<file path="src/rtl/mul_div_unit.sv">
// Iterative 32-bit multiply/divide unit producing the HI/LO register pair.
// MULT/MULTU use radix-2 shift-add, DIV/DIVU use radix-2 restoring division;
// both take 32 CALC cycles plus one FIX cycle. MTHI/MTLO complete in IDLE.
module mul_div_unit (
   input  logic        clk,
   input  logic        rst_n,
   input  logic [31:0] opr_a_md_i,
   input  logic [31:0] opr_b_md_i,
   input  logic [2:0]  op_md_i,
   input  logic        start_md_i,
   output logic        busy_md_o,
   output logic        done_md_o,
   output logic [31:0] hi_md_o,
   output logic [31:0] lo_md_o
);

   typedef enum logic [1:0] {IDLE, CALC, FIX} state_t;

   state_t      state_q, state_d;
   logic [5:0]  cnt_q;
   logic        is_div_q, res_neg_q, dvd_neg_q, div_zero_q;
   logic [31:0] opr_b_q;
   // Multiply: {partial product, remaining multiplier bits}.
   // Divide:   {partial remainder, dividend bits shifting out / quotient bits shifting in}.
   logic [63:0] acc_q;

   logic        accept_md, is_signed, a_neg, b_neg;
   logic [31:0] mag_a, mag_b;
   logic [32:0] add_sum;
   logic [33:0] sub_diff;
   logic [63:0] acc_step;
   logic [63:0] prod_fix;
   logic [31:0] quot_fix, rem_fix;

   // Operand decode and magnitude extraction at start.
   always_comb begin
      accept_md = (state_q == IDLE) && start_md_i && !op_md_i[2];
      is_signed = !op_md_i[0];
      a_neg     = is_signed && opr_a_md_i[31];
      b_neg     = is_signed && opr_b_md_i[31];
      mag_a     = a_neg ? (~opr_a_md_i + 32'd1) : opr_a_md_i;
      mag_b     = b_neg ? (~opr_b_md_i + 32'd1) : opr_b_md_i;
   end

   // One radix-2 iteration of either multiply or divide.
   always_comb begin
      add_sum  = {1'b0, acc_q[63:32]} + (acc_q[0] ? {1'b0, opr_b_q} : 33'd0);
      sub_diff = {1'b0, acc_q[63:31]} - {2'b00, opr_b_q};
      acc_step = {add_sum, acc_q[31:1]};
      if (is_div_q) begin
         // Quotient bit is 1 when the trial difference is non-negative and fits in 32 bits.
         if (sub_diff[33:32] == 2'b00)
            acc_step = {sub_diff[31:0], acc_q[30:0], 1'b1};
         else
            acc_step = {acc_q[62:0], 1'b0};
      end
   end

   // Sign correction of the final magnitudes.
   // A zero divisor makes every trial subtract succeed, so the remainder ends
   // as the dividend magnitude and its sign restore yields the raw dividend.
   always_comb begin
      prod_fix = res_neg_q ? (~acc_q + 64'd1) : acc_q;
      quot_fix = res_neg_q ? (~acc_q[31:0] + 32'd1) : acc_q[31:0];
      if (div_zero_q)
         quot_fix = '1;
      rem_fix  = dvd_neg_q ? (~acc_q[63:32] + 32'd1) : acc_q[63:32];
   end

   // State register.
   always_ff @(posedge clk or negedge rst_n) begin
      if (!rst_n)
         state_q <= IDLE;
      else
         state_q <= state_d;
   end

   // Next-state logic.
   always_comb begin
      state_d = state_q;
      case (state_q)
         IDLE:    if (accept_md) state_d = CALC;
         CALC:    if (cnt_q == 6'd31) state_d = FIX;
         FIX:     state_d = IDLE;
         default: state_d = IDLE;
      endcase
   end

   // Datapath: operand latch at start, one iteration per CALC cycle.
   always_ff @(posedge clk or negedge rst_n) begin
      if (!rst_n) begin
         cnt_q      <= '0;
         is_div_q   <= 1'b0;
         res_neg_q  <= 1'b0;
         dvd_neg_q  <= 1'b0;
         div_zero_q <= 1'b0;
         opr_b_q    <= '0;
         acc_q      <= '0;
      end else if (accept_md) begin
         cnt_q      <= '0;
         is_div_q   <= op_md_i[1];
         res_neg_q  <= a_neg ^ b_neg;
         dvd_neg_q  <= a_neg;
         div_zero_q <= op_md_i[1] && (opr_b_md_i == 32'd0);
         opr_b_q    <= mag_b;
         acc_q      <= {32'd0, mag_a};
      end else if (state_q == CALC) begin
         cnt_q      <= cnt_q + 6'd1;
         acc_q      <= acc_step;
      end
   end

   // HI/LO, busy and done output registers.
   always_ff @(posedge clk or negedge rst_n) begin
      if (!rst_n) begin
         hi_md_o   <= '0;
         lo_md_o   <= '0;
         busy_md_o <= 1'b0;
         done_md_o <= 1'b0;
      end else begin
         busy_md_o <= (state_d != IDLE);
         done_md_o <= (state_q == FIX);
         if (state_q == FIX) begin
            if (is_div_q) begin
               hi_md_o <= rem_fix;
               lo_md_o <= quot_fix;
            end else begin
               hi_md_o <= prod_fix[63:32];
               lo_md_o <= prod_fix[31:0];
            end
         end else if (state_q == IDLE && start_md_i) begin
            if (op_md_i == 3'b100) hi_md_o <= opr_a_md_i;
            if (op_md_i == 3'b101) lo_md_o <= opr_a_md_i;
         end
      end
   end

endmodule

</file>
<file path="config.mk">
export PLATFORM = sky130hd
export DESIGN_NAME = mul_div_unit
export DESIGN_NICKNAME = d
export VERILOG_FILES = /design/src/rtl/mul_div_unit.sv
export SDC_FILE = /design/constraint.sdc
export NUM_CORES = 1
export LEC_CHECK = 0
export CORE_UTILIZATION = 32
export DETAILED_ROUTE_END_ITERATION = 16
export GPL_ROUTABILITY_DRIVEN = 0
export PLACE_DENSITY_LB_ADDON = 0.2
export REMOVE_ABC_BUFFERS = 1
export SYNTH_ARGS = -nofsm -noshare
export SYNTH_HDL_FRONTEND = slang
export SYNTH_SLANG_ARGS = --single-unit
</file>
<file path="constraint.sdc">
create_clock -name clk -period 5.35 [get_ports clk]
set_clock_uncertainty 0.2 [all_clocks]
set_input_delay 1.3375 -clock clk [delete_from_list [all_inputs] [get_ports clk]]
set_output_delay 1.3375 -clock clk [all_outputs]
set_load 0.005 [all_outputs]
</file>
==> results of run 1 <==
routing by layer:
layer	vias to the layer above	share of wire
li1	6499	-
met1	6255	0.49
met2	321	0.45
met3	39	0.039
met4	0	0.015
met5	-	0
kinds of logic (layout without fill, tap and decap cells):
family                   Yosys count  after routing
buffers and inverters            178            258
AO/OA/AOI/OAI                    545            545
adder cells (fa/ha/maj)           71             71
flip-flops                       174            174
AND/OR/NAND/NOR                  547            547
XOR/XNOR                         177            177
multiplexers                      83             83
area by class of cell:
class	instances	area, um^2
fillers	4440	26700
multi-input cells	1423	9240
flip-flops and latches	174	4360
repair buffers	159	1560
well taps	585	732
clock buffers	17	425
inverters	67	251
clock inverters	15	151
stage by stage:
stage	worst slack, ns	utilization
6_report	1.02	0.385
3_5_place_dp	0.521	0.371
4_1_cts	1.01	0.385
5_1_grt	0.736	0.385
2_1_floorplan	0.481	-
3_3_place_gp	0.552	0.371
synth_stat cells (all sizes together), types with 13 or more instances:
master,count,area [um^2]
a22oi,22,165
nand2,251,942
a21o,35,263
xnor2,79,692
inv,67,251
o21ai,187,936
clkbuf,94,353
o31ai,19,143
o211ai,41,308
xor2,98,858
nor2b,21,131
mux2i,82,821
nand2b,21,131
nand3,15,75.1
or4,16,128
dfrtp,174,4350
buf,17,70.1
a31oi,13,81.3
nor2,117,439
ha,69,863
nand4,14,87.6
nor4,15,93.8
a21oi,120,601
a32oi,35,307
a211oi,19,143
nor3,33,165
tightest hold or removal path, cell delays in order (launching register included):
cell and delay (ns):
sky130_fd_sc_hd__dfrtp_1 0.34, sky130_fd_sc_hd__nand2_1 0.05, sky130_fd_sc_hd__o21ai_0 0.06
sequential cells by signal (all words and copies together) (netlist names), 2 cells and up:
register and count:
acc_q 64, cnt_q 6, hi_md_o 32, lo_md_o 32, opr_b_q 32, state_q 2
power groups by stage:
| stage | logic, mW | registers, mW | clock network, mW |
|---|---|---|---|
| floorplan | 3.80 | 2.22 | 0 |
| global placement | 5.10 | 2.41 | 0 |
| detailed placement | 5.15 | 2.42 | 0 |
| CTS | 5.18 | 2.40 | 1.30 |
| global route | 5.81 | 2.48 | 1.35 |
| finish | 5.21 | 2.41 | 1.27 |
worst max-delay path by stage:
stage,start,to,cells past startpoint
after floorplan,state_q[1],acc_q[63],7
after global routing,acc_q[0],acc_q[61],14
after detailed placement,opr_b_md_i[5],opr_b_q[29],10
final,acc_q[31],acc_q[50],14
after global placement,opr_b_md_i[5],opr_b_q[29],10
after CTS,opr_b_md_i[5],opr_b_q[29],10
==> flow_results.org, run 1 <==
** Final layout
- Number of antenna cells inserted :: 0
- At the end of the flow, the number of nets in the layout was 1983.
- Of the cells placed in the final design, the portion with a size suffix greater than 1 is 0.0442.
- Relative to the synthesized area, the layout overhead comes to 17.4%.
- The finished layout holds 2440 standard cells, fillers aside.
- In the layout the commonest cells are 251 x sky130_fd_sc_hd__nand2_1, 185 x sky130_fd_sc_hd__o21ai_0, 173 x sky130_fd_sc_hd__dfrtp_1.
- The finished cells cover 16700 um^2.
- Most common cell after layout, fill and taps aside :: sky130_fd_sc_hd__nand2_1

** Worst setup path
- Category of the most critical setup path :: reg2reg
- In this run the critical register-to-register path is launched from acc_q[31].
- The cell family contributing the most delay on the critical path is compound AO/OA/AOI/OAI gates.
- Of all nets on the critical path, the largest fanout is 39.
- For this run, the slowest stage of the critical path takes 0.61 ns.
- Req. time, crit path :: 5.44 ns
- Data on the critical path arrives at its endpoint at 4.42 ns.
- Startpoint Class :: flop
- For this design, the slowest cell found on the critical path is sky130_fd_sc_hd__o311ai_0.
- The worst register-to-register path has a setup slack of 1.02 ns.
- Count of cells along the worst register-to-register path :: 14
- Endpoint class of the critical path :: flop
- Crit path buf inv count :: 3
- Ordered cell list for the critical path :: inv_1, ha_1, inv_1, fa_1, a211oi_1, o211ai_1, nand3_1, a211oi_1, o311ai_0, and3_1, a21o_1, buf_12, mux2i_1, o221ai_1
- The endpoint identified for the worst register-to-register timing path is acc_q[50].

** Clocking
- In this run, post-CTS hold repair placed 0 buffers.
- Skew-Pair Late Insertion Delay :: 0.45 ns
- The clock passes through at most 2 buffers.
- TritonCTS built the clock tree.
- After clock tree synthesis, the clock-pin slew on the worst setup and hold paths is 0.07 ns.
- Count of instances resized after the clock tree is built :: 0
- H-Tree Depth :: 4
- Count of clock tree sinks :: 174
- Buffers inserted during clock tree synthesis total 17.
- Buffer cell driving the clock tree root :: sky130_fd_sc_hd__clkbuf_16
- Post-CTS repair timing setup buffer count :: 0

** Worst hold path
- Along the worst hold path, the cell count comes to 2.
- Worst min-delay path class :: reg2reg
- For hold timing, the worst endpoint is opr_b_q[20].
- The worst hold path begins at opr_b_q[20].

** Route
- Once detail routing completed, the nets flagged for antenna violations numbered 0.
- Vias after detailed routing :: 13100
- After detailed routing, the total wire length is 44.6 mm.
- For this block, the initial DRC count from the detailed router was 1149.
- The first detailed-routing pass took 7 iterations.
- Remaining DRCs :: 0
- Via/cell ratio :: 5.37
- Routed WL per cell :: 18.3 um

** STA
- Setup repair after global routing missed its margin :: false
- Time the worst path needs with I/O delays and setup :: 4.33 ns
- Number of failing setup endpoints in the final timing report :: 0
- Maximum clock rate :: 0.231 GHz
- Min Hold Slack :: 0.280 ns
- Worst rel slew slack :: 0.213
- Total count of hold-check failures in the final report :: 0
- Setup total negative slack on the finished layout was measured at 0 ns.
- At the pin with the least slew margin, the transition time is 1.18 ns.
- Final worst path period share :: 0.810
- The final max-slew violation count is 0.

** Floorplanning
- From bottom edge to top edge, the die measures 213 um.
- 136 I/O pins were placed.
- The floorplan step defined a core boundary enclosing 43500 um^2.
- From left edge to right edge, the die measures 213 um.
- Effective utilization at floorplan :: 0.328
- The floorplan has 76 rows.
- The floorplan step defined a die boundary enclosing 45400 um^2.

** Pwr
- IR analysis of the VDD net gives a maximum drop of 278 uV.
- Fraction of power consumed by the clock network :: 0.143
- PD cells :: 532 nW/um^2
- P_leak :: 6.90 nW
- Internal power component :: 4.65 mW
- Fraction of power spent switching nets :: 0.477
- Of the total power, combinational logic draws 0.586.
- Relative contribution of sequential cells to total power :: 0.271
- Post-layout power :: 8.89 mW
- The analysis attributes to net switching a power of 4.24 mW.

** Yosys
- Warnings, synthesis :: 0
- After synthesis the cells add up to 14200 um^2.
- Synthesis produced 1775 cells.
- Async set or reset register ratio after synthesis :: 1.00
- Measured against the total synthesized area, the mux share comes to 0.0584.
- Share of the synthesized area in compound gates (AO/OA/AOI/OAI) :: 0.240
- Proportion of synthesized chip area in sequential cells :: 0.306
- Largest family of logic cells by synthesized area :: compound AO/OA/AOI/OAI gates
- Of the total synthesized cell area, the portion taken by full adders, half adders and majority gates is 0.0634.
- Seq cells post-synth :: 174
- Simple-gate share of the synthesized area :: 0.176
- After synthesis, the mean cell area works out to 8.02 um^2.
- Yosys mapped a number of flops with a built-in enable equal to 0.
- For this run, the leading register cell type out of synthesis is sky130_fd_sc_hd__dfrtp_1.
- Synthesized-area fraction occupied by xor and xnor cells :: 0.109
- In this run, distinct cell masters in the synthesized netlist total 66.

** Global route
- Entering global routing, the biggest net connects 87 pins.
- Met1 usage in global routing :: 0.286
- Met3 Resource Use GR :: 0.0200
- The number of global-route vias before repair is 12500.
- Global-route met2 utilization :: 0.318
- For this run the aggregate overflow at the end of global routing stands at 0.
- The first global-routing pass estimated 71.1 mm of wire.
- The initial antenna violation count was 0.
- Total track usage :: 0.200
- The global routing stage identified its most utilized layer as met2.

** Outcome
- The run finished with clean final reports.

** Place
- Count of buffers from port buffering :: 135
- Placed wire-length estimate :: 33.6 mm
- Area after DPL :: 16100 um^2
- Including well taps, the total number of placed cells is 2408.

** Run
- Maxcap violations :: 0
Power figures use the tool's default switching activity.
==> run 2: changes to the inputs <==
Clock period 5.35 ns to 4.2 ns, I/O delays scaled along.
==> run 2 against run 1 <==
Register-to-register slack lost 0.68 ns. Critical path depth increased by 3. Cell count up 2.3%. Hold slack got worse by 0.00091 ns. Critical path type unchanged. Global-route usage grew 0.42 points. Sequential share of layout area decreased by 0.78 points. Sequential power increased by 22%. Clock power grew 39%. Worst setup slack worse by 0.68 ns. Count of clock-buffer cells in the layout is 2 higher. Highest routed layer unchanged. First-iteration DRC count down 17%.
==> flow_results.org, run 2 (synthesis results as in run 1) <==
** Global route
- The initial antenna violation count came to 0.
- Total track usage :: 0.204
- The number of global-route vias before repair is 13000.
- Wire length of the first global-routing pass :: 72.9 mm
- Maximum number of pins on one net before global-route repair :: 67
- Global routing finished with a remaining overflow of 0.

** Final layout
- Design Area, Final :: 17200 um^2
- In the final layout, the share of cells above drive strength 1 is 0.0743.
- Most common cell after layout, fill and taps aside :: sky130_fd_sc_hd__nand2_1
- Excluding fillers, the count of instances in the completed layout stands at 2497.
- In the layout the commonest cells are 251 x sky130_fd_sc_hd__nand2_1, 185 x sky130_fd_sc_hd__o21ai_0, 173 x sky130_fd_sc_hd__dfrtp_1.
- Largest register FFs :: 64
- At the end of the flow, the number of nets in the layout was 2040.
- Counting the fill cells in the layout gives 4489.
- From synthesis to final layout, the design area changed by 21.0%.
- The register with the most flip-flops in the final layout is acc_q.
- Number of antenna cells inserted :: 0

** Worst setup path
- First element of the critical path :: acc_q[31]
- Worst path top cell family by delay :: compound AO/OA/AOI/OAI gates
- The critical path goes through inv_1, ha_1, inv_1, fa_1, a211oi_2, o211ai_1, nand3_1, a211oi_1, o311ai_0, buf_4, and3_1, a21o_1, buf_12, buf_4, nor2_1, a211oi_1, a211oi_1.
- On the critical path, the stage with the largest delay is an instance of sky130_fd_sc_hd__fa_1.
- Endpoint class of the critical path :: flop
- Setup slack on the worst reg-to-reg path comes out at 0.34 ns.
- The largest single stage delay on the critical path is 0.43 ns.
- Worst EP arrival :: 3.94 ns
- Startpoint Class :: flop
- End point of the critical path :: acc_q[60]
- The startpoint identified for the worst register-to-register timing path is acc_q[31].
- Among the stages of the critical path, the cell type that occurs most often is sky130_fd_sc_hd__a211oi_1.
- The critical path runs through a total of 17 cells.
- Maximum fanout along the worst path :: 27
- Data on the critical path is required at its endpoint by 4.28 ns.
- Category of the most critical setup path :: reg2reg
- Together, buffers and inverters on the worst path number 5.
- The endpoint identified for the worst register-to-register timing path is acc_q[60].
- The worst register-to-register path has a depth of 17.

** Place
- Number of placed instances with taps included :: 2465
- Count of buffers from port buffering :: 135
- Area after DPL :: 16600 um^2
- Placed wire-length estimate :: 34.3 mm
- Setup slack after placement :: -0.0418 ns

** STA
- The worst path in the final design needs a cycle of 3.86 ns, including I/O delays and setup.
- Total Negative Setup Slacks :: 0 ns
- Setup repair after global routing left no endpoint under its margin.
- Final worst path period share :: 0.920
- Pins Over Slew Limit :: 0
- Setup slack closes at 0.337 ns.
- Maximum clock rate :: 0.259 GHz
- Setup violations remaining at the end of the flow were counted as 0.
- The worst pin sits at a relative slew slack of 0.232.
- The hold violation total from the final report came to 0.
- At the pin with the least slew margin, the transition time is 1.15 ns.

** Pwr
- Worst supply voltage drop on vdd :: 338 uV
- Fraction of power spent switching nets :: 0.466
- The share of total power dissipated in combinational logic is 0.599.
- The design draws 11.7 mW.
- In this run the static leakage power is 7.21 nW.
- Summed over all nets, the switching power comes to 5.47 mW.
- Dividing total power by cell area gives a power density of 681 nW/um^2.
- Of the total power, registers draw 0.251.
- Internal power component :: 6.27 mW
- Of the total power, the clock network draws 0.150.

** Route
- First-pass iteration count of the detailed router :: 6
- The count of nets left with antenna violations once routing finished came out at 0.
- After detailed routing, the number of remaining DRC violations is 0.
- Drt first-iter violations :: 954
- Routed WL per cell :: 18.1 um
- Vias after detailed routing :: 13400
- In the routed layout, each cell is associated on average with a via count of 5.37.
- For this block, the routed nets add up to 45.1 mm of wire.

** Worst hold path
- Worst min-delay path class :: reg2reg
- Counting instances, the worst hold path has a depth of 2.

** Clocking
- Maximum count of clock buffers along a single path :: 2
- The tree is rooted in a sky130_fd_sc_hd__clkbuf_16.
- Worst-path clk slew :: 0.07 ns
- Skew-Pair Late Insertion Delay :: 0.46 ns
- H-Tree Depth :: 4
- Counting every sink on the clock net gives 174.
- Counting the buffers created by CTS gives 17.
- TritonCTS built the clock tree.

** Floorplanning
- In this run the count of I/O pins placed on the die edge is 136.
- Floorplan core area :: 43500 um^2
- The floorplan has 76 rows.
- The die covers 45400 um^2.
- Effective utilization at floorplan :: 0.328
- Die outline width :: 213 um
- Vertical extent of the die :: 213 um

** Outcome
- Result of the run :: finished clean

** Run
- The tool flagged a number of max-cap violations equal to 0.
-- run 2: layer usage --
metal,global-route usage,vias up,share of wire
met5,0,-,0
met1,0.289,6402,0.49
met2,0.329,340,0.46
met3,0.0232,38,0.041
met4,0.0501,0,0.013
li1,-,6624,-
-- run 2: how the worst min path moves through the flow --
stage	from	endpoint	slack, ns
after floorplan	cnt_q[5]	state_q[1]	0.24
after global placement	opr_b_q[25]	opr_b_q[25]	0.26
after detailed placement	opr_b_q[25]	opr_b_q[25]	0.27
after CTS	opr_b_q[25]	opr_b_q[25]	0.29
after global routing	opr_b_q[7]	opr_b_q[7]	0.32
final	opr_b_q[25]	opr_b_q[25]	0.28
-- run 2: layout make-up --
type,count,area [um^2],share of cell area
multi-input cells,1423,9250,0.537
flip-flops and latches,174,4360,0.253
repair buffers,216,2010,0.117
well taps,585,732,0.0425
clock buffers,19,453,0.0263
inverters,67,251,0.0146
clock inverters,13,175,0.0102
-- run 2: power groups by stage --
stage / clock network (mW) / logic, mW / registers, mW
5_1_grt: 1.86 / 7.81 / 3.03
4_1_cts: 1.80 / 6.99 / 2.93
3_5_place_dp: 0 / 6.96 / 2.96
2_1_floorplan: 0 / 4.84 / 2.83
6_report: 1.76 / 7.03 / 2.95
3_3_place_gp: 0 / 6.88 / 2.95
-- run 2: worst reg2reg max path, stage by stage (launching register included) --
cell and delay (ns):
sky130_fd_sc_hd__dfrtp_1 0.38, sky130_fd_sc_hd__inv_1 0.16, sky130_fd_sc_hd__ha_1 0.21, sky130_fd_sc_hd__inv_1 0.05
sky130_fd_sc_hd__fa_1 0.43, sky130_fd_sc_hd__a211oi_2 0.25, sky130_fd_sc_hd__o211ai_1 0.20, sky130_fd_sc_hd__nand3_1 0.18
sky130_fd_sc_hd__a211oi_1 0.11, sky130_fd_sc_hd__o311ai_0 0.35, sky130_fd_sc_hd__buf_4 0.19, sky130_fd_sc_hd__and3_1 0.15
sky130_fd_sc_hd__a21o_1 0.13, sky130_fd_sc_hd__buf_12 0.22, sky130_fd_sc_hd__buf_4 0.18, sky130_fd_sc_hd__nor2_1 0.04
sky130_fd_sc_hd__a211oi_1 0.20, sky130_fd_sc_hd__a211oi_1 0.07
-- run 2: repair_timing --
action,CTS,global route
setup endpoints to repair,0,4
setup buffers,0,0
hold buffers,0,0
endpoints found under the hold margin,0,0
resized for setup,0,3
-- run 2: through the flow --
step	hold WS, ns	utilization
after floorplan	0.241	-
after global placement	0.261	0.382
after detailed placement	0.271	0.382
after CTS	0.286	0.396
after global routing	0.317	0.397
final	0.279	0.397
==> run 3: changes to the inputs <==
Settings changed: TNS_END_PERCENT from default to 1.
==> results of run 3 <==
No change in the layout: final DEF, timing and power equal those of run 2.
